[src/rtl/id_ex_reg.sv]
// ID/EX pipeline register: captures decode-stage control and operands for execute,
// with debug-step hold and hazard-unit bubble insertion.
module id_ex_reg #(
   parameter int NB_PC     = 32,
   parameter int NB_DATA   = 32,
   parameter int NB_REG    = 5,
   parameter int NB_OPCODE = 6,
   parameter int NB_FUNCT  = 6
) (
   input  logic                 i_clock,
   input  logic                 i_reset,
   input  logic                 i_enable,
   input  logic                 i_flush,
   input  logic                 i_reg_dest,
   input  logic                 i_alu_src,
   input  logic                 i_mem_read,
   input  logic                 i_mem_write,
   input  logic                 i_branch,
   input  logic                 i_reg_write,
   input  logic                 i_mem_to_reg,
   input  logic [NB_OPCODE-1:0] i_alu_op,
   input  logic [NB_PC-1:0]     i_pc,
   input  logic [NB_DATA-1:0]   i_data_a,
   input  logic [NB_DATA-1:0]   i_data_b,
   input  logic [NB_DATA-1:0]   i_immediate,
   input  logic [NB_FUNCT-1:0]  i_funct,
   input  logic [NB_REG-1:0]    i_rs,
   input  logic [NB_REG-1:0]    i_rt,
   input  logic [NB_REG-1:0]    i_rd,
   output logic                 o_reg_dest,
   output logic                 o_alu_src,
   output logic                 o_mem_read,
   output logic                 o_mem_write,
   output logic                 o_branch,
   output logic                 o_reg_write,
   output logic                 o_mem_to_reg,
   output logic [NB_OPCODE-1:0] o_alu_op,
   output logic [NB_PC-1:0]     o_pc,
   output logic [NB_DATA-1:0]   o_data_a,
   output logic [NB_DATA-1:0]   o_data_b,
   output logic [NB_DATA-1:0]   o_immediate,
   output logic [NB_FUNCT-1:0]  o_funct,
   output logic [NB_REG-1:0]    o_rs,
   output logic [NB_REG-1:0]    o_rt,
   output logic [NB_REG-1:0]    o_rd,
   output logic                 o_valid
);

   always_ff @(posedge i_clock or posedge i_reset) begin
      if (i_reset) begin
         o_reg_dest   <= 1'b0;
         o_alu_src    <= 1'b0;
         o_mem_read   <= 1'b0;
         o_mem_write  <= 1'b0;
         o_branch     <= 1'b0;
         o_reg_write  <= 1'b0;
         o_mem_to_reg <= 1'b0;
         o_alu_op     <= '0;
         o_pc         <= '0;
         o_data_a     <= '0;
         o_data_b     <= '0;
         o_immediate  <= '0;
         o_funct      <= '0;
         o_rs         <= '0;
         o_rt         <= '0;
         o_rd         <= '0;
         o_valid      <= 1'b0;
      end else if (i_enable) begin
         // Non-side-effecting fields load even on a bubble so execute sees defined operands.
         o_reg_dest  <= i_reg_dest;
         o_alu_src   <= i_alu_src;
         o_alu_op    <= i_alu_op;
         o_pc        <= i_pc;
         o_data_a    <= i_data_a;
         o_data_b    <= i_data_b;
         o_immediate <= i_immediate;
         o_funct     <= i_funct;
         o_rs        <= i_rs;
         o_rt        <= i_rt;
         o_rd        <= i_rd;
         if (i_flush) begin
            o_mem_read   <= 1'b0;
            o_mem_write  <= 1'b0;
            o_branch     <= 1'b0;
            o_reg_write  <= 1'b0;
            o_mem_to_reg <= 1'b0;
            o_valid      <= 1'b0;
         end else begin
            o_mem_read   <= i_mem_read;
            o_mem_write  <= i_mem_write;
            o_branch     <= i_branch;
            o_reg_write  <= i_reg_write;
            o_mem_to_reg <= i_mem_to_reg;
            o_valid      <= 1'b1;
         end
      end
   end

endmodule

[config.mk]
export PLATFORM = sky130hd
export DESIGN_NAME = id_ex_reg
export DESIGN_NICKNAME = d
export VERILOG_FILES = /design/src/rtl/id_ex_reg.sv
export SDC_FILE = /design/constraint.sdc
export NUM_CORES = 1
export LEC_CHECK = 0
export CORE_MARGIN = 3
export CORE_UTILIZATION = 40
export CTS_BUF_LIST = sky130_fd_sc_hd__clkbuf_8 sky130_fd_sc_hd__clkbuf_16
export DETAILED_ROUTE_END_ITERATION = 8
export GPL_ROUTABILITY_DRIVEN = 0
export PLACE_DENSITY = 0.8
export SYNTH_ARGS = -nofsm -noshare
export SYNTH_HDL_FRONTEND = slang
export SYNTH_SLANG_ARGS = --single-unit
[constraint.sdc]
create_clock -name i_clock -period 6.85 [get_ports i_clock]
set_input_delay 1.0275 -clock i_clock [delete_from_list [all_inputs] [get_ports i_clock]]
set_output_delay 1.0275 -clock i_clock [all_outputs]
set_load 0.1 [all_outputs]
# Word level (Yosys, flattened, before mapping)
# Index checks and enable logic that the tools add are counted.
dict set report classes {
  n_mux 6
}
# operator count
set ops {}
lappend ops {{2-to-1 mux 1 bit} 6}
dict set report word_totals {
  inputBits 166
  elab_cells 23
  out_inout_bits 163
  register_bits 163
}

# Logic depth before layout (Yosys ltp)
# Gate-level depths: netlist of the first run.
dict set report depth {
  depth_word 1
  ltp_mapped 4
}

# Worst setup path after synthesis of the first run
# OpenSTA, ideal clock, no wires.
dict set report synth_timing {
  kind {register to output}
  start {register o_branch}
  end {output port o_branch}
  slack_ps 4924
  required_ps 5822
  n_path_buf 0
  arrival_ps 898
  path_stages_with_launch 1
  cell_sequence {dfrtp_1}
}
# element line
set synth_lines {}
lappend synth_lines {{start: declaration} 34} ;# output logic o_branch,
lappend synth_lines {{start signal: assignment} 91} ;# o_branch <= i_branch;
# No word-level cell between the ends.

# Worst setup path after layout of the first run
dict set report layout_timing {
  start {register o_data_a[7]}
  end {output port o_data_a[7]}
}
# element line
set layout_lines {}
lappend layout_lines {{start: declaration} 39} ;# output logic [NB_DATA-1:0] o_data_a,
lappend layout_lines {{start signal: assignment} 74} ;# o_data_a <= i_data_a;
# No word-level cell between the ends.

==> results of run 1 <==
[synthesized netlist by cell type (all sizes together)]
cell   number  area [um^2]
buf        18        177.7
dfrtp     163         4079
inv         2        7.510
a22o        5        43.79
and2b       1        7.510
a21o        1        7.510
mux2      157         2147
[cells by family (layout without fill, tap and decap cells)]
family	count (synthesis)	after routing	share of synthesized area, %
AO/OA/AOI/OAI	6	6	0.7929
buffers and inverters	20	362	2.862
flip-flops	163	163	63.04
multiplexers	157	157	33.18
AND/OR/NAND/NOR	1	1	0.1161
[power by group]
group | leakage, uW | switching (uW) | internal (uW)
Clock | 0.000272 | 365 | 522
Combinational | 0.00238 | 859 | 360
Sequential | 0.00191 | 55.1 | 1060
Total | 0.00457 | 1280 | 1940
[cell type report]
cell class | instances | share of cell area, %
timing repair buffer | 330 | 31.70
tap | 211 | 2.534
clock buffer | 20 | 4.480
sequential | 163 | 39.15
clock inverter | 10 | 0.8407
multi-input combinational | 164 | 21.17
inverter | 2 | 0.1201
[final timing paths]
path | startpoint | cells past startpoint | endpoint
worst min register to register | o_valid$_DFFE_PP0P_ | 1 | o_valid$_DFFE_PP0P_
worst max register to register | o_pc[28]$_DFFE_PP0P_ | 1 | o_pc[28]$_DFFE_PP0P_
worst min-delay path | o_valid$_DFFE_PP0P_ | 1 | o_valid$_DFFE_PP0P_
max in group asynchronous | i_reset | 3 | o_data_b[23]$_DFFE_PP0P_
min in group asynchronous | i_reset | 2 | o_alu_op[3]$_DFFE_PP0P_
worst max-delay path | o_data_a[7]$_DFFE_PP0P_ | 1 | o_data_a[7]
[metal layers]
layer	track usage, %	wire length (um)
met1	23.61	6783
met2	33.01	8635
met3	7.704	1572
met5	0	0
met4	7.314	399
[per-stage QoR]
stage | std cells | hold WS, ns
after detailed placement | 870 | 0.4684
after floorplan | 347 | 1.061
after global placement | 870 | 0.4688
after CTS | 900 | 0.4820
final | 900 | 0.4782
after global routing | 900 | 0.4921
==> parameters.txt, run 1 <==
Parameter                              Value

Route
  WL/cell ... approximately 19 um
  DRT Pass-1 Iters ... 4
  Initial drt markers ... approximately 130
  Remaining number of nets flagged by the antenna check after routing ... 0
  Via total after detailed routing ... roughly 4.2k
  Via-per-instance ratio ... between 4 and 5
  Sum of routed wire length over all layers ... around 17000 um
  Number of design rule violations left after detail routing ... 0

Timing
  Max Fclk ... 335.3 MHz
  Worst rel slew slack ... slightly below 30%
  RSZ-0062 raised after global routing ... false
  Min Clock Period, post-route ... ~3.0 ns
  Slew at the pin with the worst max-slew slack ... 1.049 ns
  Final setup slack of the worst path ... 3.867 ns
  Setup tns final ... 0 ns
  Share of the cycle needed by the critical path after routing ... about 44%
  Worst clock skew ... 0 ns
  Number of endpoints failing setup at the final stage ... 0
  Final hold violations ... 0
  Fin. max-slew vios ... 0

Placement
  Minimum setup slack after placement ... 3.607 ns
  Input/output buffers ... roughly 330
  HPWL Detailed ... approximately 13000 um
  Cell area reported after detailed placement ... between 9000 and 10000 um^2

CTS
  CTS-repair resized insts ... 0
  Worst skew pair latency ... about 0.4 ns
  Hold buffer count at cts ... 0
  Bufs on Longest Clock Path ... 2
  Count of buffers added by post-CTS timing repair for setup ... 0
  Root Buffer ... clkbuf_16
  Clock tree from TritonCTS ... done
  CTS sink cnt ... about 160
  Num CTS Buffers ... 17
  Clock transition time at the flip-flop clock pins of the worst setup and hold paths ... 0.06 ns
  Clock H-tree levels ... 4

Finish
  Net count of the finished layout ... around 840
  Cell area after layout ... around 10000 um^2
  Utilization after layout ... between 60 and 70%
  Number of diodes added for antenna fixing ... 0
  Layout overhead on the synthesized area ... 61.01%
  Multi-input gate area ... approximately 2200 um^2
  Combined flip-flop and latch cell area ... around 4000 um^2
  Number of fill cells ... approximately 1.1k
  Most common library cell in the layout ignoring fill and taps ... clkdlybuf4s50_1
  Most frequent cells in the layout ... clkdlybuf4s50_1, dfrtp_1, mux2_4, mux2_2, clkbuf_16
  Proportion of layout cells with a drive suffix above 1 ... 27.43%

Run status
  Outcome ... finished clean

Setup path
  Crit path arrival time ... about 2.0 ns
  Crit path max-delay cell type ... clkdlybuf4s50_1
  Crit-path max FO ... 2
  Critical path cell sequence ... clkdlybuf4s50_1
  Critical path startpoint category ... flop
  Reg2Reg Setup Slack ... 6.05 ns
  Sum of buffers and inverters on the critical path ... 1
  Type of the worst setup path ... reg2out
  Crit-path leading delay family ... buffers and inverters
  Type of element capturing the critical path ... primary output
  Slowest cell delay on critical path ... ~1.2 ns
  Required arrival time at the worst endpoint ... between 5 and 6 ns

Logic synthesis
  Post-synthesis instance area ... approximately 6500 um^2
  #FFs+latches synth ... around 160
  Number of library cell types mapped by synthesis ... 9
  Mapped Nets ... between 500 and 600
  Proportion of synthesized chip area in sequential cells ... between 60 and 70%
  Mean Syn Cell Area ... 18.65 um^2
  Ys Warns ... 0
  Cell count after synthesis ... roughly 350

GRT
  Global router's overall resource usage ... ~20%
  Wire length of the first global-routing pass ... around 28000 um
  GR Overflow Total ... 0
  Vias in the first global route ... roughly 4.8k
  Maximum number of pins on one net before global-route repair ... ~110
  Number of antenna violations at the first check in global routing ... 0

Pwr
  Worst IR Drop VDD ... between 0.2 and 0.25 mV
  Leakage component of the power ... around 0.0046 uW
  Pwr/cell area ... between 300 and 400 nW/um^2
  PnR Total Power ... about 3200 uW

Hold path
  Worst hold path class ... reg2reg

Floorplanning
  Die Wd ... ~130 um
  Row cnt ... 45
  Core ar. ... 15540 um^2
  Boundary Pins ... roughly 330
  Die Area ... ~18000 um^2
  Starting density of the core ... a little over two fifths
  Height of the die ... 133.2 um

Run
  Number of max-cap violations ... 0
Note: power is estimated with default switching activity, not from simulation.
==> inputs of run 2 (changes only) <==
Clock period 6.85 ns to 3 ns, I/O delays scaled along.
==> parameters.txt, run 2 (same netlist as run 1, synthesis figures left out) <==
Parameter                              Value

Route
  Remaining number of nets flagged by the antenna check after routing ... 0 (unchanged)
  DRT Pass-1 Iters ... 4 (unchanged)
  WL/cell ... 18.85 um (-2.5%)
  Via total after detailed routing ... 4175 (-1.2%)
  Routed length on met1 ... 6443 um (-5.0%)
  Number of design rule violations left after detail routing ... 0 (unchanged)
  Top routing layer in use ... met4
  DR WL met2 ... 8846 um (+2.4%)
  Initial drt markers ... 108 (-15%)
  Via-per-instance ratio ... 4.618 (-1.6%)
  Sum of routed wire length over all layers ... 17040 um (-2.0%)
  Detailed route wirelength on metal3 ... 1426 um (-9.3%)

GRT
  Wire length of the first global-routing pass ... 26550 um (-3.5%)
  Maximum number of pins on one net before global-route repair ... 84 (-26%)
  Vias in the first global route ... 4703 (-1.1%)
  GR Overflow Total ... 0 (unchanged)
  Global router's overall resource usage ... 19.19% (-0.71 points)
  Number of antenna violations at the first check in global routing ... 0 (unchanged)

Floorplanning
  Boundary Pins ... 329 (unchanged)
  Die Area ... 17740 um^2 (unchanged)
  Starting density of the core ... 41.63% (unchanged)
  Row cnt ... 45 (unchanged)
  Core ar. ... 15540 um^2 (unchanged)
  Height of the die ... 133.2 um (unchanged)
  Die Wd ... 133.2 um (unchanged)

Finish
  Proportion of layout cells with a drive suffix above 1 ... 51.52% (+24 points)
  Non-Filler Instances ... 904 (+0.44%)
  Number of diodes added for antenna fixing ... 0 (unchanged)
  Layout overhead on the synthesized area ... 56.89%
  Most frequent cells in the layout ... clkdlybuf4s50_1, dfrtp_1, buf_4, mux2_4, mux2_2
  Most common library cell in the layout ignoring fill and taps ... clkdlybuf4s50_1
  Net count of the finished layout ... 846 (+0.24%)

Timing
  Fin. max-slew vios ... 0 (unchanged)
  Share of the cycle needed by the critical path after routing ... 52.77%
  Number of endpoints failing setup at the final stage ... 0 (unchanged)
  Worst rel slew slack ... 69.76% (+40 points)
  Max Fclk ... about 630 MHz
  Final hold violations ... 0 (unchanged)
  Worst clock skew ... 0 ns (unchanged)
  Setup tns final ... 0 ns (unchanged)
  Min Clock Period, post-route ... between 1.5 and 2 ns
  RSZ-0062 raised after global routing ... false
  Slew at the pin with the worst max-slew slack ... 0.4535 ns (-0.5957 ns)

Placement
  Placed Instances ... 872 (+0.23%)
  Input/output buffers ... 328 (unchanged)
  HPWL Detailed ... 12690 um (+0.33%)

Setup path
  Critical path startpoint category ... flop
  Required arrival time at the worst endpoint ... 2.55 ns (-3.27 ns)
  Crit path max-delay cell type ... dfrtp_1
  Type of element capturing the critical path ... primary output
  Path length in cells of the critical path ... 1 (unchanged)
  Crit path arrival time ... 1.13 ns (-0.83 ns)
  Critical path cell sequence ... buf_4
  Slowest cell delay on critical path ... 0.40 ns (-0.78 ns)
  Sum of buffers and inverters on the critical path ... 1 (unchanged)
  Type of the worst setup path ... reg2out
  Reg2Reg Setup Slack ... 2.19 ns (-3.86 ns)
  Worst Reg-to-Reg Cells ... 1 (unchanged)
  Crit-path max FO ... 2 (unchanged)
  Crit-path leading delay family ... flip-flops

Hold path
  Worst hold path class ... in2async

Pwr
  Pwr/cell area ... 742.3 nW/um^2 (+140%)
  PnR Total Power ... 7535 uW (+130%)
  Leakage component of the power ... 0.004782 uW (+4.6%)
  Worst IR Drop VDD ... 0.3794 mV (+87%)

CTS
  Clock tree from TritonCTS ... done
  Worst skew pair latency ... 0.41 ns (about the same)
  Clock transition time at the flip-flop clock pins of the worst setup and hold paths ... 0.06 ns (about the same)
  CTS sink cnt ... 163 (unchanged)
  Count of buffers added by post-CTS timing repair for setup ... 0 (unchanged)
  Hold buffer count at cts ... 0 (unchanged)
  Bufs on Longest Clock Path ... 2 (unchanged)
  Num CTS Buffers ... 17 (unchanged)
  CTS-repair resized insts ... 0 (unchanged)
  Clock H-tree levels ... 4 (unchanged)
  Root Buffer ... clkbuf_16

Run
  Number of max-cap violations ... 0 (unchanged)

Run status
  Outcome ... finished clean
-- run 2: changes by cell type in the layout (fill, tap and decap cells not counted) --
cell	before	now
inv_6	1	0
buf_4	2	163
clkdlybuf4s50_1	327	164
buf_12	0	4
clkinv_2	2	1
clkbuf_8	4	5
inv_1	3	2
inv_8	0	1
clkinv_4	2	3
bufinv_16	1	3
-- run 2: worst paths after layout --
path                                               start                    endpoint
worst max-delay path                o_pc[19]$_DFFE_PP0P_                    o_pc[19]
worst min-delay path                             i_reset  o_immediate[2]$_DFFE_PP0P_
worst max register to register      o_pc[19]$_DFFE_PP0P_        o_pc[19]$_DFFE_PP0P_
worst min register to register  o_data_b[19]$_DFFE_PP0P_    o_data_b[19]$_DFFE_PP0P_
max in group asynchronous                        i_reset    o_data_b[17]$_DFFE_PP0P_
min in group i_clock            o_data_b[19]$_DFFE_PP0P_    o_data_b[19]$_DFFE_PP0P_
-- run 2: layer usage --
| layer | vias up | GRT usage (%) |
|---|---|---|
| met3 | 22 | 7.213 |
| met4 | 0 | 6.629 |
| met2 | 201 | 33.61 |
| met5 | - | 0 |
| li1 | 1885 | - |
| met1 | 2067 | 21.53 |
-- run 2: layout make-up --
class,count,area [um^2]
fillers,1125,5389
flip-flops and latches,163,4079
repair buffers,332,2959
multi-input cells,164,2206
clock buffers,21,480.5
well taps,211,264.0
clock inverters,11,151.4
inverters,2,11.26
-- run 2: through the flow --
stage | worst slack, ns | hold slack [ns] | util (%) | instance area (um^2)
after floorplan | 0.4792 | 0.5786 | - | 6474
after detailed placement | 1.151 | 0.4947 | 61.26 | 9519
final | 1.417 | 0.3698 | 65.32 | 10150
after CTS | 1.398 | 0.3588 | 65.32 | 10150
after global routing | 1.375 | 0.3863 | 65.32 | 10150
after global placement | 1.201 | 0.4915 | 61.26 | 9519
-- run 2: power by group --
part | internal [uW] | switching, uW | total, uW
clock network | 1400 | 879 | 2280
registers | 2420 | 132 | 2550
logic | 745 | 1960 | 2700
total | 4570 | 2970 | 7530
